File: config.mk
export PLATFORM = sky130hd
export DESIGN_NAME = aes_shift_row_ctrl_flat
export DESIGN_NICKNAME = d
export VERILOG_FILES = /design/src/rtl/aes_shift_row_ctrl_if.sv /design/src/rtl/aes_shift_row_ctrl.sv /design/src/flat_wrapper.sv
export SDC_FILE = /design/constraint.sdc
export NUM_CORES = 1
export LEC_CHECK = 0
export BUFFER_PORTS_ARGS = -buffer_cell sky130_fd_sc_hd__clkbuf_2
export CORE_MARGIN = 2
export CORE_UTILIZATION = 40
export CTS_CLUSTER_DIAMETER = 40
export DETAILED_ROUTE_END_ITERATION = 8
export PLACE_DENSITY = 0.73
export RECOVER_POWER = 100
export SYNTH_ARGS = -nofsm -noshare
export SYNTH_HDL_FRONTEND = slang
export SYNTH_SLANG_ARGS = --single-unit
File: constraint.sdc
create_clock -name clk -period 2.2 [get_ports clk]
set_input_delay 0.44 -clock clk [delete_from_list [all_inputs] [get_ports clk]]
set_output_delay 0.44 -clock clk [all_outputs]
set_load 0.05 [all_outputs]
File: src/rtl/aes_shift_row_ctrl_if.sv
// Byte stream and row-memory bundle for the ShiftRows sequencer.
// The slave side is the controller; the master side feeds it and owns the memory.
interface aes_shift_row_ctrl_if;
   logic       decrypt;
   logic       in_valid;
   logic       in_ready;
   logic [7:0] in_data;
   logic       out_valid;
   logic       out_ready;
   logic [7:0] out_data;
   logic       out_last;
   logic       mem_wr_en;
   logic [2:0] mem_wr_addr;
   logic [7:0] mem_wr_data;
   logic [2:0] mem_rd_addr;
   logic [7:0] mem_rd_data;

   modport master (
      output decrypt, in_valid, in_data, out_ready, mem_rd_data,
      input  in_ready, out_valid, out_data, out_last,
      input  mem_wr_en, mem_wr_addr, mem_wr_data, mem_rd_addr
   );

   modport slave (
      input  decrypt, in_valid, in_data, out_ready, mem_rd_data,
      output in_ready, out_valid, out_data, out_last,
      output mem_wr_en, mem_wr_addr, mem_wr_data, mem_rd_addr
   );
endinterface

File: src/rtl/aes_shift_row_ctrl.sv
// Byte-serial ShiftRows/InvShiftRows sequencer over two 4-byte ping-pong
// row banks; rows stream in row-major and leave rotated by their row index.
module aes_shift_row_ctrl (
   input  logic                 clk,
   input  logic                 rst_n,
   aes_shift_row_ctrl_if.slave  bus
);
   logic            wbank_q, wbank_d;
   logic [1:0]      wcol_q, wcol_d;
   logic [1:0]      wrow_q, wrow_d;
   logic            rbank_q, rbank_d;
   logic [1:0]      rcol_q, rcol_d;
   logic [1:0]      full_q, full_d;
   logic [1:0]      bank_mode_q, bank_mode_d;
   logic [1:0][1:0] bank_row_q, bank_row_d;
   logic            blk_mode_q, blk_mode_d;

   logic       in_fire;
   logic       out_fire;
   logic       blk_start;
   logic       cur_mode;
   logic [1:0] shift;
   logic [1:0] rd_col;

   // Write enable is masked while reset is held so nothing lands mid-reset.
   assign in_fire   = bus.in_valid & ~full_q[wbank_q] & rst_n;
   assign out_fire  = full_q[rbank_q] & bus.out_ready;
   assign blk_start = (wrow_q == 2'd0) & (wcol_q == 2'd0);
   assign cur_mode  = blk_start ? bus.decrypt : blk_mode_q;

   // Inverse rotation is a negated shift in 2-bit wrap arithmetic.
   assign shift  = bank_mode_q[rbank_q] ? 2'd0 - bank_row_q[rbank_q]
                                        : bank_row_q[rbank_q];
   assign rd_col = rcol_q + shift;

   assign bus.in_ready    = ~full_q[wbank_q];
   assign bus.mem_wr_en   = in_fire;
   assign bus.mem_wr_addr = {wbank_q, wcol_q};
   assign bus.mem_wr_data = bus.in_data;
   assign bus.mem_rd_addr = {rbank_q, rd_col};
   assign bus.out_valid   = full_q[rbank_q];
   assign bus.out_data    = bus.mem_rd_data;
   assign bus.out_last    = full_q[rbank_q]
                          & (bank_row_q[rbank_q] == 2'd3)
                          & (rcol_q == 2'd3);

   always_comb begin
      wbank_d     = wbank_q;
      wcol_d      = wcol_q;
      wrow_d      = wrow_q;
      rbank_d     = rbank_q;
      rcol_d      = rcol_q;
      full_d      = full_q;
      bank_mode_d = bank_mode_q;
      bank_row_d  = bank_row_q;
      blk_mode_d  = blk_mode_q;
      if (in_fire) begin
         wcol_d = wcol_q + 2'd1;
         if (blk_start) blk_mode_d = bus.decrypt;
         if (wcol_q == 2'd3) begin
            full_d[wbank_q]      = 1'b1;
            bank_row_d[wbank_q]  = wrow_q;
            bank_mode_d[wbank_q] = cur_mode;
            wbank_d              = ~wbank_q;
            wrow_d               = wrow_q + 2'd1;
         end
      end
      // Read and write banks never coincide, so both updates can apply.
      if (out_fire) begin
         rcol_d = rcol_q + 2'd1;
         if (rcol_q == 2'd3) begin
            full_d[rbank_q] = 1'b0;
            rbank_d         = ~rbank_q;
         end
      end
   end

   always_ff @(posedge clk or negedge rst_n) begin
      if (!rst_n) begin
         wbank_q     <= 1'b0;
         wcol_q      <= 2'd0;
         wrow_q      <= 2'd0;
         rbank_q     <= 1'b0;
         rcol_q      <= 2'd0;
         full_q      <= 2'b00;
         bank_mode_q <= 2'b00;
         bank_row_q  <= '0;
         blk_mode_q  <= 1'b0;
      end else begin
         wbank_q     <= wbank_d;
         wcol_q      <= wcol_d;
         wrow_q      <= wrow_d;
         rbank_q     <= rbank_d;
         rcol_q      <= rcol_d;
         full_q      <= full_d;
         bank_mode_q <= bank_mode_d;
         bank_row_q  <= bank_row_d;
         blk_mode_q  <= blk_mode_d;
      end
   end
endmodule

File: src/flat_wrapper.sv
// flat-port wrapper written by rule: the top's interface ports become plain ports
module aes_shift_row_ctrl_flat 
  (clk, rst_n, bus_decrypt, bus_in_valid, bus_in_data, bus_out_ready, bus_mem_rd_data, bus_in_ready, bus_out_valid, bus_out_data, bus_out_last, bus_mem_wr_en, bus_mem_wr_addr, bus_mem_wr_data, bus_mem_rd_addr);
  aes_shift_row_ctrl_if bus_i ();
  input  logic clk;
  input  logic rst_n;
  input wire logic [$bits(bus_i.decrypt)-1:0] bus_decrypt;
  input wire logic [$bits(bus_i.in_valid)-1:0] bus_in_valid;
  input wire logic [$bits(bus_i.in_data)-1:0] bus_in_data;
  input wire logic [$bits(bus_i.out_ready)-1:0] bus_out_ready;
  input wire logic [$bits(bus_i.mem_rd_data)-1:0] bus_mem_rd_data;
  output wire logic [$bits(bus_i.in_ready)-1:0] bus_in_ready;
  output wire logic [$bits(bus_i.out_valid)-1:0] bus_out_valid;
  output wire logic [$bits(bus_i.out_data)-1:0] bus_out_data;
  output wire logic [$bits(bus_i.out_last)-1:0] bus_out_last;
  output wire logic [$bits(bus_i.mem_wr_en)-1:0] bus_mem_wr_en;
  output wire logic [$bits(bus_i.mem_wr_addr)-1:0] bus_mem_wr_addr;
  output wire logic [$bits(bus_i.mem_wr_data)-1:0] bus_mem_wr_data;
  output wire logic [$bits(bus_i.mem_rd_addr)-1:0] bus_mem_rd_addr;
  assign bus_i.decrypt = bus_decrypt;
  assign bus_i.in_valid = bus_in_valid;
  assign bus_i.in_data = bus_in_data;
  assign bus_i.out_ready = bus_out_ready;
  assign bus_i.mem_rd_data = bus_mem_rd_data;
  assign bus_in_ready = bus_i.in_ready;
  assign bus_out_valid = bus_i.out_valid;
  assign bus_out_data = bus_i.out_data;
  assign bus_out_last = bus_i.out_last;
  assign bus_mem_wr_en = bus_i.mem_wr_en;
  assign bus_mem_wr_addr = bus_i.mem_wr_addr;
  assign bus_mem_wr_data = bus_i.mem_wr_data;
  assign bus_mem_rd_addr = bus_i.mem_rd_addr;
  aes_shift_row_ctrl u_core (.clk(clk), .rst_n(rst_n), .bus(bus_i));
endmodule
==> impl_table.tex <==
\begin{tabular}{lr}
\hline
Metric & Value \\
\hline
\multicolumn{2}{l}{\textbf{Synth}} \\
\quad Share of Yosys cell area claimed by the top area cell type & 41.4\% \\
\quad Synth unique cells & 23 \\
\quad Synth Cell Area & 1030 um\^{}2 \\
\quad Most area-hungry cell type in the Yosys netlist & sky130\_fd\_sc\_hd\_\_dfrtp\_1 \\
\quad Top cells by area, synth & sky130\_fd\_sc\_hd\_\_dfrtp\_1 41\%, sky130\_fd\_sc\_hd\_\_buf\_4 14\%, sky130\_fd\_sc\_hd\_\_mux2\_2 13\% \\
\quad Cell with the most instances after synthesis & sky130\_fd\_sc\_hd\_\_buf\_4 \\
\quad Proportion of synthesized chip area in sequential cells & between 40 and 50\% \\
\quad Post-Synthesis Mean Instance Area & $\sim$12 um\^{}2 \\
\quad Number of enable flip-flop cells after synthesis & 0 \\
\quad Flip-flop and latch count after synthesis & 17 \\
\quad Net Count, Synth & roughly 120 \\
\quad Async set-reset flop share out of synthesis & 100\% \\
\quad Post-synthesis cell count & between 80 and 90 \\
\quad Top cells by count, synth & 19 x sky130\_fd\_sc\_hd\_\_buf\_4, 17 x sky130\_fd\_sc\_hd\_\_dfrtp\_1, 12 x sky130\_fd\_sc\_hd\_\_mux2\_2, 6 x sky130\_fd\_sc\_hd\_\_ha\_1, 6 x sky130\_fd\_sc\_hd\_\_nand2\_1 \\
\quad Warnings from Yosys & 0 \\
\quad Main synth FF type & sky130\_fd\_sc\_hd\_\_dfrtp\_1 \\
\multicolumn{2}{l}{\textbf{Routing}} \\
\quad Total vias in the final route & between 600 and 700 \\
\quad Antenna violation net count after detailed routing & 0 \\
\quad DRC violations left & 0 \\
\quad Vias per cell & around 5 \\
\quad Total Routed Length & around 1.7 mm \\
\quad Detailed router's first-iteration violation count & 3 \\
\quad Drt wl/cell & 14.1 um \\
\quad Number of detailed-routing iterations run before antenna repair & 4 \\
\multicolumn{2}{l}{\textbf{Job}} \\
\quad Number of max-capacitance violations reported & 0 \\
\multicolumn{2}{l}{\textbf{Cells and area}} \\
\quad Ratio of cells with drive above 1 in the final layout & approximately a third \\
\quad Reg area & 425 um\^{}2 \\
\quad Utilization after layout & $\sim$45\% \\
\quad Filler cell count in the final layout & roughly 240 \\
\quad Number of nets at the end of the flow & around 120 \\
\quad Antenna diode count & 0 \\
\quad Area of the multi-input gates & between 400 and 500 um\^{}2 \\
\quad Design Area, Final & between 1000 and 1500 um\^{}2 \\
\quad Area grow syn2layout & 7.55\% \\
\multicolumn{2}{l}{\textbf{STA}} \\
\quad Final clock period utilization by the worst path & 102\% \\
\quad Final Max Tran Viols & 0 \\
\quad Fmax & approximately 0.44 GHz \\
\quad Number of failing hold endpoints at the final stage & 0 \\
\quad Setup repair after global routing missed its margin & yes \\
\quad Final critical path time including I/O delays and setup & between 2 and 2.5 ns \\
\quad Setup slack of the critical path after layout & -0.0534 ns \\
\quad Tightest Pin Transition & 0.805 ns \\
\quad Worst hold margin & roughly 0.4 ns \\
\quad Max\_slew headroom & 46.4\% \\
\quad Final setup skew & $\sim$0.014 ns \\
\quad Setup violators final & 1 \\
\multicolumn{2}{l}{\textbf{Setup path}} \\
\quad Worst EP required & roughly 1.8 ns \\
\quad Worst Setup Start Kind & flop \\
\quad CP endpoint kind & output port \\
\quad Crit path buffers/inverters & 1 \\
\quad Worst stage delay on the critical path & $\sim$0.45 ns \\
\quad Highest-delay cell along the critical path & sky130\_fd\_sc\_hd\_\_dfrtp\_1 \\
\quad Worst path arrival time & 1.81 ns \\
\quad Critical-path maximum fanout & 3 \\
\quad Ordered list of cells on the worst path & mux2\_4 > ha\_4 > mux2i\_4 > xnor2\_2 > buf\_12 \\
\quad Kind of critical path & flop to output port \\
\quad Category of cells accounting for the largest share of critical-path delay & multiplexers \\
\multicolumn{2}{l}{\textbf{Floorplan}} \\
\quad Initial core utilization & a little over two fifths \\
\quad Area of the placeable core & $\sim$2500 um\^{}2 \\
\quad Number of cell rows & 18 \\
\quad Die Wd & 54.7 um \\
\quad Die Area & between 2000 and 3000 um\^{}2 \\
\quad Chip height & 54.7 um \\
\quad Top Ports & 47 \\
\multicolumn{2}{l}{\textbf{Global routing}} \\
\quad Gr usage total & between 10\% and 20\% \\
\quad Number of global-route vias before repair & roughly 620 \\
\quad Gr ovfl total & 0 \\
\quad Pin count of the biggest net entering global routing & 16 \\
\quad Initial antenna violation count & 0 \\
\quad Global-route wire length before repair & about 2.8 mm \\
\multicolumn{2}{l}{\textbf{Placement}} \\
\quad Detail Placement HPWL & 1.31 mm \\
\quad Routability congestion estimate from global placement & 0.751 \\
\quad Total of buffers placed on input and output ports & 14 \\
\quad Cell area after placement & approximately 1000 um\^{}2 \\
\multicolumn{2}{l}{\textbf{CTS}} \\
\quad Cts bufs inserted & 3 \\
\quad H-Tree Level Count & 1 \\
\quad Root Driver & sky130\_fd\_sc\_hd\_\_clkbuf\_4 \\
\quad Worst-case clock buffer depth & 2 \\
\quad Clock Sink Count & 17 \\
\quad CTS tree & done \\
\quad Clock slew at reported path FFs & 0.11 ns \\
\quad Skew-Pair Late Insertion Delay & 0.30 ns \\
\multicolumn{2}{l}{\textbf{Status}} \\
\quad Run status & complete, but fails checks \\
\quad Violated checks & negative setup slack \\
\multicolumn{2}{l}{\textbf{Worst hold path}} \\
\quad Hold crit path type & primary input to flop \\
\hline
\end{tabular}
state kept, by name (all words and copies together) (netlist names):
name and flops:
u_core.wrow_q 2, u_core.bank_row_q 4, u_core.bank_mode_q 2, u_core.blk_mode_q 1, u_core.rbank_q 1, u_core.wcol_q 2
u_core.full_q 2, u_core.rcol_q 2, u_core.wbank_q 1
layout make-up:
type,instances,area share (%)
flip-flops and latches,17,38.5
well taps,30,3.40
clock buffers,3,2.04
clock inverters,1,0.453
inverters,5,1.70
repair buffers,18,9.97
multi-input cells,47,43.9
worst reg2reg max path, stage by stage (launching register included):
cell and delay, ns:
sky130_fd_sc_hd__dfrtp_1 0.41, sky130_fd_sc_hd__ha_1 0.17, sky130_fd_sc_hd__nand3_1 0.14, sky130_fd_sc_hd__or3_1 0.45
sky130_fd_sc_hd__mux2_1 0.34
through the flow:
step	cells	TNS, ns	setup slack, ns
6_report	121	-0.0534	-0.0534
5_1_grt	121	-0.190	-0.116
4_1_cts	121	-0.0538	-0.0538
3_5_place_dp	115	0	0.147
3_3_place_gp	115	0	0.224
2_1_floorplan	89	0	0.0556
kinds of logic (layout without fill, tap and decap cells):
logic type                 Yosys count  after routing  synth area share (%)
buffers and inverters               25             27                  16.8
and+or+nand+nor                     14             14                  7.55
adders and majority gates            6              6                  7.31
muxes                               17             17                  19.5
DFF                                 17             17                  41.4
xor gates and xnor gates             5              5                  4.26
AOI/OAI and AO/OA                    5              5                  3.17
worst paths after layout:
kind                                             startpoint                                end  slack, ns  cells past startpoint
min                                             bus_decrypt      u_core.blk_mode_q$_DFFE_PN0N_       0.39                      2
max reg2reg                    u_core.wcol_q[1]$_DFFE_PN0N_  u_core.bank_mode_q[0]$_DFFE_PN0P_       0.59                      4
min in group asynchronous                             rst_n       u_core.wcol_q[1]$_DFFE_PN0N_       0.51                      2
max in group asynchronous                             rst_n   u_core.bank_row_q[3]$_DFFE_PN0P_       0.70                      3
max                              u_core.rbank_q$_DFFE_PN0P_                 bus_mem_rd_addr[1]      -0.05                      5
min reg2reg                u_core.bank_row_q[1]$_DFFE_PN0P_   u_core.bank_row_q[1]$_DFFE_PN0P_       0.51                      1
routing by layer:
metal	GRT usage, %	vias to the layer above	routed length (um)
li1	-	282	-
met1	16.5	307	746
met2	23.0	11	853
met3	2.46	4	64
met4	10.0	0	38
met5	0	-	0
cell usage in the layout (no fill, tap or decap):
cell type	n
sky130_fd_sc_hd__buf_12	1
sky130_fd_sc_hd__and3_1	1
sky130_fd_sc_hd__nor3_1	1
sky130_fd_sc_hd__inv_1	5
sky130_fd_sc_hd__xnor2_1	3
sky130_fd_sc_hd__clkinv_2	1
sky130_fd_sc_hd__nand2_1	6
sky130_fd_sc_hd__a31oi_1	1
sky130_fd_sc_hd__xor2_2	1
sky130_fd_sc_hd__ha_4	2
sky130_fd_sc_hd__clkbuf_4	3
sky130_fd_sc_hd__buf_2	1
sky130_fd_sc_hd__dfrtp_1	17
sky130_fd_sc_hd__nor2_2	1
sky130_fd_sc_hd__ha_1	4
sky130_fd_sc_hd__clkbuf_1	6
sky130_fd_sc_hd__dlygate4sd3_1	1
sky130_fd_sc_hd__or3_1	1
sky130_fd_sc_hd__xnor2_2	1
sky130_fd_sc_hd__clkbuf_2	6
sky130_fd_sc_hd__mux2_1	6
sky130_fd_sc_hd__a41oi_1	1
sky130_fd_sc_hd__mux2_2	7
sky130_fd_sc_hd__nor2_1	1
sky130_fd_sc_hd__mux2_4	2
sky130_fd_sc_hd__nand3_1	2
sky130_fd_sc_hd__mux2i_4	2
sky130_fd_sc_hd__nor3b_2	1
sky130_fd_sc_hd__o21ai_0	2
sky130_fd_sc_hd__buf_4	3
sky130_fd_sc_hd__a21o_1	1
timing repair:
action | CTS | global route
resized for setup | 10 | 4
pin swaps | 1 | 0
hold buffers | 1 | 0
hold endpoints to repair | 2 | 0
setup endpoints to repair | 1 | 3
buffers inserted | 2 | 0
Power is left out: the tool's default activity adds up to more than one toggle a clock period on the data nets, which glitch-free logic cannot reach.
